[src/rtl/pulse_source_if.sv]
// Pulse source bundle: run-time controls and button in, raw gate pulses out.
// master: the pulse_source side (consumes button/run/half_period, drives apulse/mpulse).
// slave : the board/controller side (drives controls, observes the two pulses).
interface pulse_source_if #(
    parameter int DIV_WIDTH = 16
);
    logic                 button;       // raw bouncing push button, high = pressed
    logic                 run;          // astable enable
    logic [DIV_WIDTH-1:0] half_period;  // apulse half-period in clk cycles, 0 acts as 1
    logic                 apulse;       // registered astable square wave
    logic                 mpulse;       // registered manual single-step pulse

    modport master (
        input  button,
        input  run,
        input  half_period,
        output apulse,
        output mpulse
    );

    modport slave (
        output button,
        output run,
        output half_period,
        input  apulse,
        input  mpulse
    );
endinterface

[src/rtl/pulse_source.sv]
// Raw pulse source for the clock gate: programmable astable divider plus a
// synchronised, debounced, one-shot-per-press manual pulse.
// Ports: clk (rising edge), rst (synchronous, active-high), ps_if (master side:
// button/run/half_period in, apulse/mpulse out). All outputs come straight
// from flops; mpulse rises DEBOUNCE_CYCLES+2 edges after the press is first
// sampled and lasts MPULSE_LEN cycles.
module pulse_source #(
    parameter int DIV_WIDTH       = 16,
    parameter int DEBOUNCE_CYCLES = 1000,
    parameter int MPULSE_LEN      = 4
) (
    input  logic            clk,
    input  logic            rst,
    pulse_source_if.master  ps_if
);

    localparam int DB_W = (DEBOUNCE_CYCLES > 1) ? $clog2(DEBOUNCE_CYCLES) : 1;
    localparam int PL_W = (MPULSE_LEN > 1) ? $clog2(MPULSE_LEN) : 1;
    localparam logic [DB_W-1:0] DB_LAST = DB_W'(DEBOUNCE_CYCLES - 1);
    localparam logic [PL_W-1:0] PL_LAST = PL_W'(MPULSE_LEN - 1);

    typedef enum logic [1:0] {
        ST_IDLE,
        ST_PULSE,
        ST_WAIT_REL
    } state_t;

    // ------------------------------------------------------------------
    // Astable divider
    // ------------------------------------------------------------------
    logic [DIV_WIDTH-1:0] div_cnt_q, div_cnt_d;
    logic [DIV_WIDTH-1:0] hp_m1;
    logic                 apulse_q, apulse_d;

    always_comb begin
        div_cnt_d = div_cnt_q;
        apulse_d  = apulse_q;
        // half_period of 0 behaves like 1, so the terminal count is 0 either way
        hp_m1 = (ps_if.half_period == '0) ? '0
                                          : ps_if.half_period - DIV_WIDTH'(1);
        if (ps_if.run) begin
            // >= rather than == so a half_period lowered below the current
            // count terminates on the next edge instead of wrapping
            if (div_cnt_q >= hp_m1) begin
                div_cnt_d = '0;
                apulse_d  = ~apulse_q;
            end else begin
                div_cnt_d = div_cnt_q + DIV_WIDTH'(1);
            end
        end
    end

    // ------------------------------------------------------------------
    // Button synchroniser and debouncer
    // ------------------------------------------------------------------
    logic            sync1_q, sync2_q;
    logic            db_q, db_d;
    logic [DB_W-1:0] db_cnt_q, db_cnt_d;

    always_comb begin
        db_d     = db_q;
        db_cnt_d = db_cnt_q;
        if (sync2_q == db_q) begin
            // any return to the accepted level restarts the stability count
            db_cnt_d = '0;
        end else if (db_cnt_q == DB_LAST) begin
            db_d     = sync2_q;
            db_cnt_d = '0;
        end else begin
            db_cnt_d = db_cnt_q + DB_W'(1);
        end
    end

    // ------------------------------------------------------------------
    // One-shot FSM
    // ------------------------------------------------------------------
    state_t          state_q, state_d;
    logic [PL_W-1:0] pcnt_q, pcnt_d;
    logic            mpulse_q, mpulse_d;

    always_comb begin
        state_d  = state_q;
        pcnt_d   = pcnt_q;
        mpulse_d = 1'b0;
        unique case (state_q)
            ST_IDLE: begin
                if (db_q) begin
                    state_d  = ST_PULSE;
                    pcnt_d   = '0;
                    mpulse_d = 1'b1;
                end
            end
            ST_PULSE: begin
                // pcnt counts completed high cycles beyond the first
                if (pcnt_q == PL_LAST) begin
                    state_d = ST_WAIT_REL;
                end else begin
                    pcnt_d   = pcnt_q + PL_W'(1);
                    mpulse_d = 1'b1;
                end
            end
            ST_WAIT_REL: begin
                // a held button parks here; only a debounced release re-arms
                if (!db_q) begin
                    state_d = ST_IDLE;
                end
            end
            default: begin
                state_d = ST_IDLE;
            end
        endcase
    end

    // ------------------------------------------------------------------
    // State registers
    // ------------------------------------------------------------------
    always_ff @(posedge clk) begin
        if (rst) begin
            div_cnt_q <= '0;
            apulse_q  <= 1'b0;
            sync1_q   <= 1'b0;
            sync2_q   <= 1'b0;
            db_q      <= 1'b0;
            db_cnt_q  <= '0;
            state_q   <= ST_IDLE;
            pcnt_q    <= '0;
            mpulse_q  <= 1'b0;
        end else begin
            div_cnt_q <= div_cnt_d;
            apulse_q  <= apulse_d;
            sync1_q   <= ps_if.button;
            sync2_q   <= sync1_q;
            db_q      <= db_d;
            db_cnt_q  <= db_cnt_d;
            state_q   <= state_d;
            pcnt_q    <= pcnt_d;
            mpulse_q  <= mpulse_d;
        end
    end

    assign ps_if.apulse = apulse_q;
    assign ps_if.mpulse = mpulse_q;

endmodule

[src/flat_wrapper.sv]
// flat-port wrapper written by rule: the top's interface ports become plain ports
module pulse_source_flat 
#(
    parameter int DIV_WIDTH       = 16,
    parameter int DEBOUNCE_CYCLES = 1000,
    parameter int MPULSE_LEN      = 4
)
  (clk, rst, ps_if_button, ps_if_run, ps_if_half_period, ps_if_apulse, ps_if_mpulse);
  pulse_source_if #(.DIV_WIDTH(DIV_WIDTH)) ps_if_i ();
  input  logic clk;
  input  logic rst;
  input wire logic [$bits(ps_if_i.button)-1:0] ps_if_button;
  input wire logic [$bits(ps_if_i.run)-1:0] ps_if_run;
  input wire logic [$bits(ps_if_i.half_period)-1:0] ps_if_half_period;
  output wire logic [$bits(ps_if_i.apulse)-1:0] ps_if_apulse;
  output wire logic [$bits(ps_if_i.mpulse)-1:0] ps_if_mpulse;
  assign ps_if_i.button = ps_if_button;
  assign ps_if_i.run = ps_if_run;
  assign ps_if_i.half_period = ps_if_half_period;
  assign ps_if_apulse = ps_if_i.apulse;
  assign ps_if_mpulse = ps_if_i.mpulse;
  pulse_source #(.DIV_WIDTH(DIV_WIDTH), .DEBOUNCE_CYCLES(DEBOUNCE_CYCLES), .MPULSE_LEN(MPULSE_LEN)) u_core (.clk(clk), .rst(rst), .ps_if(ps_if_i));
endmodule
[config.mk]
export PLATFORM = sky130hd
export DESIGN_NAME = pulse_source_flat
export DESIGN_NICKNAME = d
export VERILOG_FILES = /design/src/rtl/pulse_source_if.sv /design/src/rtl/pulse_source.sv /design/src/flat_wrapper.sv
export SDC_FILE = /design/constraint.sdc
export NUM_CORES = 1
export LEC_CHECK = 0
export CORE_UTILIZATION = 35
export DETAILED_ROUTE_END_ITERATION = 7
export PLACE_DENSITY = 0.52
export SYNTH_ARGS = -nofsm -noshare
export SYNTH_HDL_FRONTEND = slang
export SYNTH_SLANG_ARGS = --single-unit
[constraint.sdc]
create_clock -name clk -period 3.7 [get_ports clk]
set_input_delay 0.37 -clock clk [delete_from_list [all_inputs] [get_ports clk]]
set_output_delay 0.37 -clock clk [all_outputs]
set_load 0.1 [all_outputs]
==> flow_summary.ini <==
[worst_setup_path]
r2r_setup_slack_ns = 1.66
critical_path_source = ps_if_half_period[5]
criticalPathCategory = in2reg
critical_path.endpoint_type = register
worst-endpoint-arrival_ns = 3.58
worstPathMaxFanout = 14
worst_r2r_endpoint = u_core.div_cnt_q[1]$_SDFFE_PP0P_
endpoint = u_core.div_cnt_q[2]$_SDFFE_PP0P_
r2r_cells = 7
r2r_start = u_core.div_cnt_q[1]$_SDFFE_PP0P_
required_ns = 3.87
critical_path_source_type = input port

[cts]
path_clk_slew_ns = 0.06
cts.repair_timing.setup_buffer_count = 0
clk_path_buf_depth = 2
cts-hold-fix-buffers = 0
cts_tree = built
insertion_delay_ns = 0.28
postCtsResizedCells = 0
cts_root_buf = clkbuf_8
htreeDepth = 2
cts_made_buffers = 5
clock-sinks = 35

[global_routing]
antenna_found_initial = 0
grt_start_max_net_pins = 19
globalRoute.totalOverflow = 0
grt_use_met1_pct = 21.38
busiest_layer_in_global_routing = met1
first_global_vias = 1618
grt.met2_usage_pct = 20.75
grt_pass1_wl_mm = 7.445
grt_util_all_layers_pct = 14.77
groute.layer.met3.usage_pct = 3.333

[place]
post-dp-hpwl_mm = 3.452
gp_routability_congestion = 0.7895
port-buffer-count = 21
placed_area_mm2 = 0.002596

[status]
status = finished, final reports clean

[timing]
rsz0062_at_grt = false
layout_min_cycle_time_ns = 3.411
finalCritPeriodShare_pct = 92.18
timing_max_transition_violations_final = 0
tightest_slew_ns = 0.9701
worst_slew_margin_rel_pct = 35.13
report.final.hold_viol_count = 0
final-setup-viol-count = 0
fmax_mhz = 293.2
worst_clock_skew_ns = 0.004385
timing.setup.tns_ns = 0

[pwr]
vdd.ir_drop.worst_uv = 215.7
power.leakage_nw = 1.088
power.total_uw = 728.6
power_density_mw_per_mm2 = 272.5

[final_layout]
postLayoutCellArea_mm2 = 0.002674
num-fill-cells = 614
area.sequential_um2 = 700.7
multiInputGateArea_mm2 = 0.001461
post_route_cells_drive_above_1_share_pct = 10.81
design.final.nets = 338
diodes = 0
areaGrowthSynthToFinish_pct = 20.73

[synthesis]
ys_seq_elements = 35
synth.yosys.warnings = 0
synth_top_area_cell = dfxtp_1
synth_seq_area_share_pct = 31.64
ys_top_cells_by_area = dfxtp_1, ha_1, xor2_1
synth_ff_type = dfxtp_1
synth_top_area_share_pct = 31.64
synth_cells = 261
yosys.cell_types.count = 43
synth_area_per_cell_um2 = 8.485
synthesis.area_mm2 = 0.002215
syn_nets = 302
ys_async_sr_fraction_pct = 0
synth_enable_flop_cells = 0

[floorplanning]
rows = 28
start_util_pct = 36.75
placeableCoreArea_mm2 = 0.006026
die-area_mm2 = 0.006650
die_height_um = 81.55
pin_count = 22
die_x_um = 81.55

[route]
routed_wire_length_per_instance_um = 12.01
drtAntennaViolNets = 0
detail_route.vias_per_cell = 4.914
via_count = 1823
drt_iter0_drc = 99
routed_wl_mm = 4.455
detail_route.drc_violations = 0
drt-pass1-iter-count = 4

[job]
max_cap_violations = 0

[hold_path]
holdCritPathClass = reg2reg
min-delay-start = u_core.sync1_q$_SDFF_PP0_
[per-stage QoR]
stage	instances	setup slack (ns)	utilization, %	hold slack (ns)
6_report	371	0.2894	44.37	0.4403
3_3_place_gp	365	0.01922	43.09	0.4292
4_1_cts	371	0.2087	44.29	0.4473
5_1_grt	371	0.07565	44.37	0.4700
3_5_place_dp	365	-0.1001	43.09	0.4299
2_1_floorplan	261	0.2463	-	0.4132
[worst min path at each step]
stage / depth (start not counted) / end / slack [ns]
after floorplan: 1 / u_core.db_cnt_q[0]$_SDFF_PP0_ / 0.41
after global placement: 1 / u_core.db_cnt_q[0]$_SDFF_PP0_ / 0.43
after detailed placement: 1 / u_core.sync2_q$_SDFF_PP0_ / 0.43
after global routing: 1 / u_core.db_cnt_q[0]$_SDFF_PP0_ / 0.47
final: 1 / u_core.sync2_q$_SDFF_PP0_ / 0.44
after CTS: 1 / u_core.db_cnt_q[0]$_SDFF_PP0_ / 0.45
[cell usage after synthesis, types with 3 or more instances]
library cell,n
nand4_1,7
inv_1,6
nor2b_1,5
nand2_1,29
or4_4,4
and4_1,4
clkbuf_1,5
ha_1,21
nor3_1,6
a21oi_1,9
o21a_1,3
xnor2_1,11
dfxtp_1,35
nand3_1,7
nor3b_1,6
xor2_1,23
nor2_1,38
and3_1,6
nand2b_1,5
o21ai_0,3
[area by class of cell]
type	count	share of cell area [%]
Inverter	6	0.8423
Multi-Input combinational cell	213	54.66
Tap cell	75	3.510
Sequential cell	35	26.21
Clock buffer	6	2.714
Timing Repair Buffer	36	12.07
[worst max-delay path, cell delays in order]
cell and delay [ns]:
clkdlybuf4s50_1 0.41, or4_4 0.56, or4_4 0.49, nor4_4 0.16, xor2_1 0.17, nand2_1 0.07
ha_1 0.29, nand4_1 0.14, nor3_2 0.26, o311ai_1 0.16, a31oi_1 0.19, buf_4 0.22
nor2_1 0.07
[routing by layer]
metal,up-vias,share of wire [%],wire length [um]
met5,-,0,0
met4,0,1.5,66
met3,8,2.5,113
met2,16,43,1908
met1,822,53,2367
li1,977,-,-
[cell usage in the layout, fill, tap and decap left out, types with 2 or more instances in the layout]
cell type | netlist | layout
mux2i_1 | 2 | 2
nand3b_1 | 2 | 2
nand4_1 | 7 | 7
nor2_1 | 38 | 38
a21oi_1 | 9 | 9
ha_1 | 21 | 21
nor3_2 | 2 | 3
or4_4 | 4 | 4
clkbuf_8 | 0 | 5
nand2_1 | 29 | 29
clkdlybuf4s50_1 | 0 | 21
and3_1 | 6 | 6
xor2_1 | 23 | 23
nand2b_1 | 5 | 5
nor3b_1 | 6 | 6
and4_1 | 4 | 4
a31oi_1 | 2 | 2
dfxtp_1 | 35 | 35
o21a_1 | 3 | 3
xnor2_1 | 11 | 11
inv_1 | 6 | 6
o21ai_0 | 3 | 3
buf_4 | 0 | 15
nor3_1 | 6 | 5
a22oi_1 | 2 | 2
nor2b_1 | 5 | 5
nand3_1 | 7 | 7
[logic make-up (layout without fill, tap and decap cells)]
logic type      count (synthesis)  count (layout)  synth area share, %
fa+ha+maj                      21              21                11.86
xor+xnor                       34              34                13.45
simple gates                  127             127                30.73
buf+inv                        13              48                2.599
mux                             3               3                1.412
compound gates                 28              28                8.305
flops                          35              35                31.64
[state kept, by name (all words and copies together), names as in the netlist]
register	count
u_core.db_q	1
u_core.state_q	2
u_core.ps_if.apulse	1
u_core.sync2_q	1
u_core.db_cnt_q	10
u_core.sync1_q	1
u_core.div_cnt_q	16
u_core.ps_if.mpulse	1
u_core.pcnt_q	2
[where the power goes]
group          leakage [nW]  internal [mW]  switching, mW
combinational         0.769         0.0483         0.0435
clock                0.0371          0.125          0.127
sequential            0.283          0.380        0.00440
total                  1.09          0.554          0.175
No activity file was read; power rests on OpenSTA's default activity.
